$ cat src/rtl/instr_fetch_unit.sv
// Fetch stage: program counter, request/acknowledge instruction fetch with timeout,
// instruction register and combinational field decode for the control unit.
module instr_fetch_unit #(
   parameter logic [15:0] RESET_PC = 16'h0000,
   parameter logic [7:0]  TIMEOUT  = 8'd15
) (
   input  logic        CLK,
   input  logic        Reset,
   input  logic        Fetch,
   input  logic        PCWrite,
   input  logic [15:0] PCIn,
   output logic        IMemReq,
   output logic [15:0] IMemAddr,
   input  logic        IMemAck,
   input  logic [15:0] IMemData,
   output logic [4:0]  OPCODE,
   output logic        flagbit,
   output logic [9:0]  Immediate,
   output logic        InstrValid,
   output logic [15:0] PC,
   output logic        FetchErr
);

   // state | meaning
   // IDLE  | waiting for Fetch; PCWrite loads PC
   // REQ   | memory request outstanding at PC; counting wait cycles
   // ERR   | memory never acked; held until PCWrite or reset
   typedef enum logic [1:0] {
      IDLE = 2'd0,
      REQ  = 2'd1,
      ERR  = 2'd2
   } state_t;

   state_t      state, state_next;
   logic [15:0] pc_q, pc_next;
   logic [15:0] ir_q, ir_next;
   logic [7:0]  cnt_q, cnt_next;
   logic        valid_q, valid_next;
   logic        err_q, err_next;

   always_ff @(posedge CLK or negedge Reset) begin
      if (!Reset) begin
         state <= IDLE;
      end else begin
         state <= state_next;
      end
   end

   always_ff @(posedge CLK or negedge Reset) begin
      if (!Reset) begin
         pc_q    <= RESET_PC;
         ir_q    <= 16'h0000;
         cnt_q   <= 8'd0;
         valid_q <= 1'b0;
         err_q   <= 1'b0;
      end else begin
         pc_q    <= pc_next;
         ir_q    <= ir_next;
         cnt_q   <= cnt_next;
         valid_q <= valid_next;
         err_q   <= err_next;
      end
   end

   always_comb begin
      state_next = state;
      pc_next    = pc_q;
      ir_next    = ir_q;
      cnt_next   = cnt_q;
      valid_next = 1'b0;
      err_next   = err_q;
      case (state)
         IDLE: begin
            if (PCWrite) pc_next = PCIn;
            if (Fetch) begin
               state_next = REQ;
               cnt_next   = 8'd0;
            end
         end
         REQ: begin
            // redirect beats a same-cycle ack, and an ack beats the timeout
            if (PCWrite) begin
               pc_next    = PCIn;
               state_next = IDLE;
            end else if (IMemAck) begin
               ir_next    = IMemData;
               pc_next    = pc_q + 16'd1;
               valid_next = 1'b1;
               state_next = IDLE;
            end else if (cnt_q == TIMEOUT) begin
               err_next   = 1'b1;
               state_next = ERR;
            end else begin
               cnt_next = cnt_q + 8'd1;
            end
         end
         ERR: begin
            if (PCWrite) begin
               pc_next    = PCIn;
               err_next   = 1'b0;
               state_next = IDLE;
            end
         end
         default: state_next = IDLE;
      endcase
   end

   assign IMemReq    = (state == REQ);
   assign IMemAddr   = pc_q;
   assign PC         = pc_q;
   assign InstrValid = valid_q;
   assign FetchErr   = err_q;
   assign OPCODE     = ir_q[15:11];
   assign flagbit    = ir_q[10];
   assign Immediate  = ir_q[9:0];

endmodule

$ cat config.mk
export PLATFORM = sky130hd
export DESIGN_NAME = instr_fetch_unit
export DESIGN_NICKNAME = d
export VERILOG_FILES = /design/src/rtl/instr_fetch_unit.sv
export SDC_FILE = /design/constraint.sdc
export NUM_CORES = 1
export LEC_CHECK = 0
export BUFFER_PORTS_ARGS = -buffer_cell sky130_fd_sc_hd__buf_2
export CORE_MARGIN = 2
export CORE_UTILIZATION = 44
export CTS_BUF_LIST = sky130_fd_sc_hd__clkbuf_4 sky130_fd_sc_hd__clkbuf_8 sky130_fd_sc_hd__clkbuf_16
export DETAILED_ROUTE_END_ITERATION = 12
export PLACE_DENSITY = 0.73
export SKIP_CTS_REPAIR_TIMING = 1
export SLEW_MARGIN = 20
export SYNTH_ARGS = -nofsm -noshare
export SYNTH_HDL_FRONTEND = slang
export SYNTH_SLANG_ARGS = --single-unit
$ cat constraint.sdc
create_clock -name CLK -period 2.5 [get_ports CLK]
set_clock_uncertainty 0.2 [all_clocks]
set_input_delay 0.5 -clock CLK [delete_from_list [all_inputs] [get_ports CLK]]
set_output_delay 0.5 -clock CLK [all_outputs]
set_load 0.01 [all_outputs]
# --- Yosys cells after proc, flatten, opt, wreduce, memory -nomap -nowiden ---
# Cells that the tools add are included.
classes:
  addsub: 2
  n_eq_ne: 12
  n_mux: 23
  n_bitwise: 1
  reduce_logical: 10
ops:
  columns: ["operator", "n"]
  rows:
  - ["$mux W16", 3]
  - ["$mux W8", 4]
  - ["$pmux W16 S2", 1]
  - ["$add A16 B1 Y16 const B", 1]
  - ["$pmux W8 S2", 1]
  - ["$mux W2", 5]
  - ["$ne A2 B2 Y1 const B", 5]
  - ["$reduce_and A5 Y1", 2]
  - ["$reduce_and A3 Y1", 3]
  - ["$add A8 B1 Y8 const B", 1]
  - ["$eq A8 B4 Y1 const B", 1]
  - ["$mux W1", 7]
  - ["$pmux W2 S3", 1]
  - ["$reduce_bool A2 Y1", 3]
  - ["$ne A2 B1 Y1 const B", 2]
  - ["$ne A4 B2 Y1 const B", 1]
  - ["$ne A3 B2 Y1 const B", 1]
  - ["$eq A2 B1 Y1 const B", 1]
  - ["$eq A2 B2 Y1 const B", 1]
  - ["$logic_not A2 Y1", 1]
  - ["$pmux W1 S2", 1]
  - ["$reduce_or A2 Y1", 1]
  - ["$not A1 Y1", 1]
word_totals:
  regBits: 44
  input_bits: 37
  output_inout_bits: 51
  word_cells: 54

# --- Longest topological paths before layout ---
depth:
  word_depth: 5
  mapped_depth: 6
  mapped_depth_nobuf: 5

# --- Worst setup path after synthesis ---
# No wires, ideal clock.
synth_path:
  kind: "input to register"
  startpoint: "input port PCWrite"
  endpoint: "register cnt_q[0]"
  setup_ns: 0.125
  arrival_time_ns: 1.857
  t_required_ns: 2.175
  path_slack_ns: 0.318
  path_stages: 5
  n_path_buf: 2
  path_cell_list: "buf_2 or4b_4 buf_6 a21oi_2 mux2_2"
synth_via:
  elab_chain_cells: 2
synth_rtl:
  columns: ["element", "line_no", "source"]
  rows:
  - ["start, declared", "10", "input logic PCWrite,"]
  - ["$ne A2 B2 Y1 (no source line)", null, null]
  - ["$reduce_and A5 Y1 (no source line)", null, null]
  - ["end signal, assigned", "59", "cnt_q <= cnt_next;"]
  - ["end, declared", "37", "logic [7:0] cnt_q, cnt_next;"]
# Every way passes these cells.
# A chain may end at the register's enable or synchronous reset.

# --- Final worst setup path ---
layout_path:
  startpoint: "register state[1]"
  endpoint: "output port IMemReq"
layout_via:
  elab_chain_cells: 1
layout_rtl:
  columns: ["element", "line_no", "source"]
  rows:
  - ["start, declared", "34", "state_t state, state_next;"]
  - ["start signal, assigned", "45", "state <= state_next;"]
  - ["$eq A2 B1 Y1", "108", "assign IMemReq = (state == REQ);"]
  - ["end, declared", "12", "output logic IMemReq,"]
# Every way passes these cells.

==> results.sh <==
export IMPL_yosysSeqAreaShare=0.463
export IMPL_hold_path_class="in2reg"
export IMPL_tightest_slew_ps=691
export IMPL_firstDrtPassIters=4
export IMPL_routed_wl_mm=5.39
export IMPL_design_area_sq_um=2900
export IMPL_path_delay_family="flip-flops"
export IMPL_cts_buffers=5
export IMPL_layout_cells_non_filler=381
export IMPL_die_w_um=77.5
export IMPL_finalPower_uw=2410
export IMPL_gr_total_overflow=0
export IMPL_peakVddDrop_v=0.000506
export IMPL_cp_end_kind="primary output"
export IMPL_diodes=0
export IMPL_cpPeakStageDelay_ps=460
export IMPL_ys_types=43
export IMPL_die_area_sq_um=6010
export IMPL_syn_num_nets=275
export IMPL_synth_edf_count=0
export IMPL_drv_slew=0
export IMPL_critPathBufInv=2
export IMPL_n_fill_cell=492
export IMPL_rows=26
export IMPL_ys_ff_latch=44
export IMPL_clkLatencyLatePin_ps=290
export IMPL_vias=2034
export IMPL_maxSlewHeadroom=0.538
export IMPL_syn_cell_area_sq_um=2380
export IMPL_worstSetupPathType="reg2out"
export IMPL_crit_fanout=8
export IMPL_clockBufferDepth=2
export IMPL_cp_start_kind="register"
export IMPL_path_cells="nand2b_1, inv_1, buf_2"
export IMPL_layout_drive_gt1_share=0.402
export IMPL_antenna_found_initial=0
export IMPL_powerDensity_nw_per_um2=831
export IMPL_detail_route_iter0_violations=144
export IMPL_dp_cells=372
export IMPL_cts_root_buf="clkbuf_8"
export IMPL_hold_viol=0
export IMPL_die_h_um=77.5
export IMPL_grt_first_pass_wirelength_mm=8.82
export IMPL_grtUsageTotal=0.182
export IMPL_final_cell_mix="87 x buf_2, 44 x dfrtp_1, 21 x a21oi_1"
export IMPL_r2r_setup_slack_ps=470
export IMPL_cts_num_sinks=44
export IMPL_hpwl_mm=3.98
export IMPL_syn2layout_area_growth_pct=22.1
export IMPL_grt_pass1_vias=1865
export IMPL_period_share=0.818
export IMPL_cp_arrival_ps=1350
export IMPL_setup_viol=0
export IMPL_ys_flop_type="dfrtp_1"
export IMPL_via_per_inst=5.34
export IMPL_place_area_sq_um=2780
export IMPL_synthArstFlopShare=1.00
export IMPL_postLayoutCoreUtil=0.561
export IMPL_min_period_ps=2050
export IMPL_p_leak_uw=0.00133
export IMPL_ioPinCount=88
export IMPL_syn_area_per_cell_sq_um=10.1
export IMPL_detail_route_wl_per_cell_um=14.2
export IMPL_start_util=0.460
export IMPL_drc_errors=0
export IMPL_cp_required_ps=1800
export IMPL_hold_depth=2
export IMPL_detail_route_antenna_nets=0
export IMPL_tns_ps=0
export IMPL_coreArea_sq_um=5170
export IMPL_clkTransAtPathRegs_ps=90
export IMPL_globalplace_congestion=0.825
export IMPL_reg2reg_depth=4
export IMPL_cpMaxStageDelayCell="dfrtp_1"
export IMPL_grt_start_max_net_pins=26
export IMPL_rsz0062_at_grt="false"
export IMPL_fmax_ghz=0.489
export IMPL_status="finished, final reports clean"
export IMPL_r2r_end="cnt_q[7]"
export IMPL_port_buffers=87
export IMPL_min_to="ir_q[9]"
export IMPL_h_tree_depth=2
export IMPL_yosysWarnings=0
export IMPL_r2r_start="state[1]"
export IMPL_fin_nets=349
export IMPL_hold_start="IMemData[9]"
export IMPL_maxCapViolations=0
export IMPL_cts_tree="yes"
export IMPL_synthCells=236
export IMPL_final_common_cell="buf_2"
-- kinds of logic (layout without fill, tap and decap cells) --
group,after synthesis,count (layout),synth area share
flops,44,44,0.463
xor+xnor,3,3,0.0110
simple gates,68,68,0.155
mux,20,20,0.0931
buf+inv,38,113,0.0947
compound gates,61,61,0.173
fa+ha+maj,2,2,0.0105
-- cells in the mapped netlist (all sizes together) (2+ instances only) --
cell type  number  area share
clkbuf          7       0.011
a21oi          22       0.048
and4            2      0.0074
nor3b           3       0.012
a211oi          2      0.0063
o21ai          11       0.023
a22oi           2      0.0063
ha              2       0.011
mux2           17       0.080
o32ai           2      0.0074
or3             3      0.0079
nor4            2      0.0053
nand2          17       0.027
nand3          17       0.036
o211ai          2      0.0063
nand4           3      0.0079
and3            3      0.0079
nor2            8       0.013
xnor2           3       0.011
buf            22       0.069
or4b            2       0.010
o22ai           6       0.016
a2bb2oi         7       0.026
inv             9       0.014
mux2i           3       0.013
dfrtp          44        0.46
nand2b          4       0.011
-- stage by stage --
step	setup slack (ps)	hold WS (ps)
floorplan	318	4.41
global placement	334	285
detailed placement	319	290
CTS	470	-28.1
global route	358	224
finish	454	237
-- area by class of cell --
class / count / area [sq um] / area share
Sequential cell: 44 / 1100 / 0.379
Multi-Input combinational cell: 154 / 1050 / 0.362
Timing Repair Buffer: 96 / 518 / 0.178
Tap cell: 70 / 87.6 / 0.0302
Clock buffer: 6 / 76.3 / 0.0263
Clock inverter: 2 / 35.0 / 0.0121
Inverter: 9 / 33.8 / 0.0116
-- where the power goes --
group          internal [uW]  switching (uW)
Combinational            388             416
Sequential               895             165
Clock                    308             242
Total                   1590             823
-- worst max path at each step --
| stage | start | end | slack, ps | cells past startpoint |
|---|---|---|---|---|
| finish | state[1] | IMemReq | 450 | 3 |
| global route | IMemAddr[5] | IMemAddr[15] | 360 | 4 |
| CTS | state[0] | IMemReq | 470 | 3 |
| detailed placement | PCWrite | cnt_q[7] | 320 | 5 |
| global placement | PCWrite | cnt_q[7] | 330 | 5 |
| floorplan | PCWrite | cnt_q[0] | 320 | 5 |
-- routing by layer --
metal | GRT usage | wire length (um)
met5 | 0 | 0
met4 | 0.0643 | 43
met3 | 0.0279 | 279
met2 | 0.297 | 2600
met1 | 0.248 | 2470
-- flip-flops by register name (all words and copies together), names as in the netlist --
signal	count
ir_q	16
IMemAddr	16
FetchErr	1
InstrValid	1
cnt_q	8
state	2
Note: power is estimated with default switching activity, not from simulation.
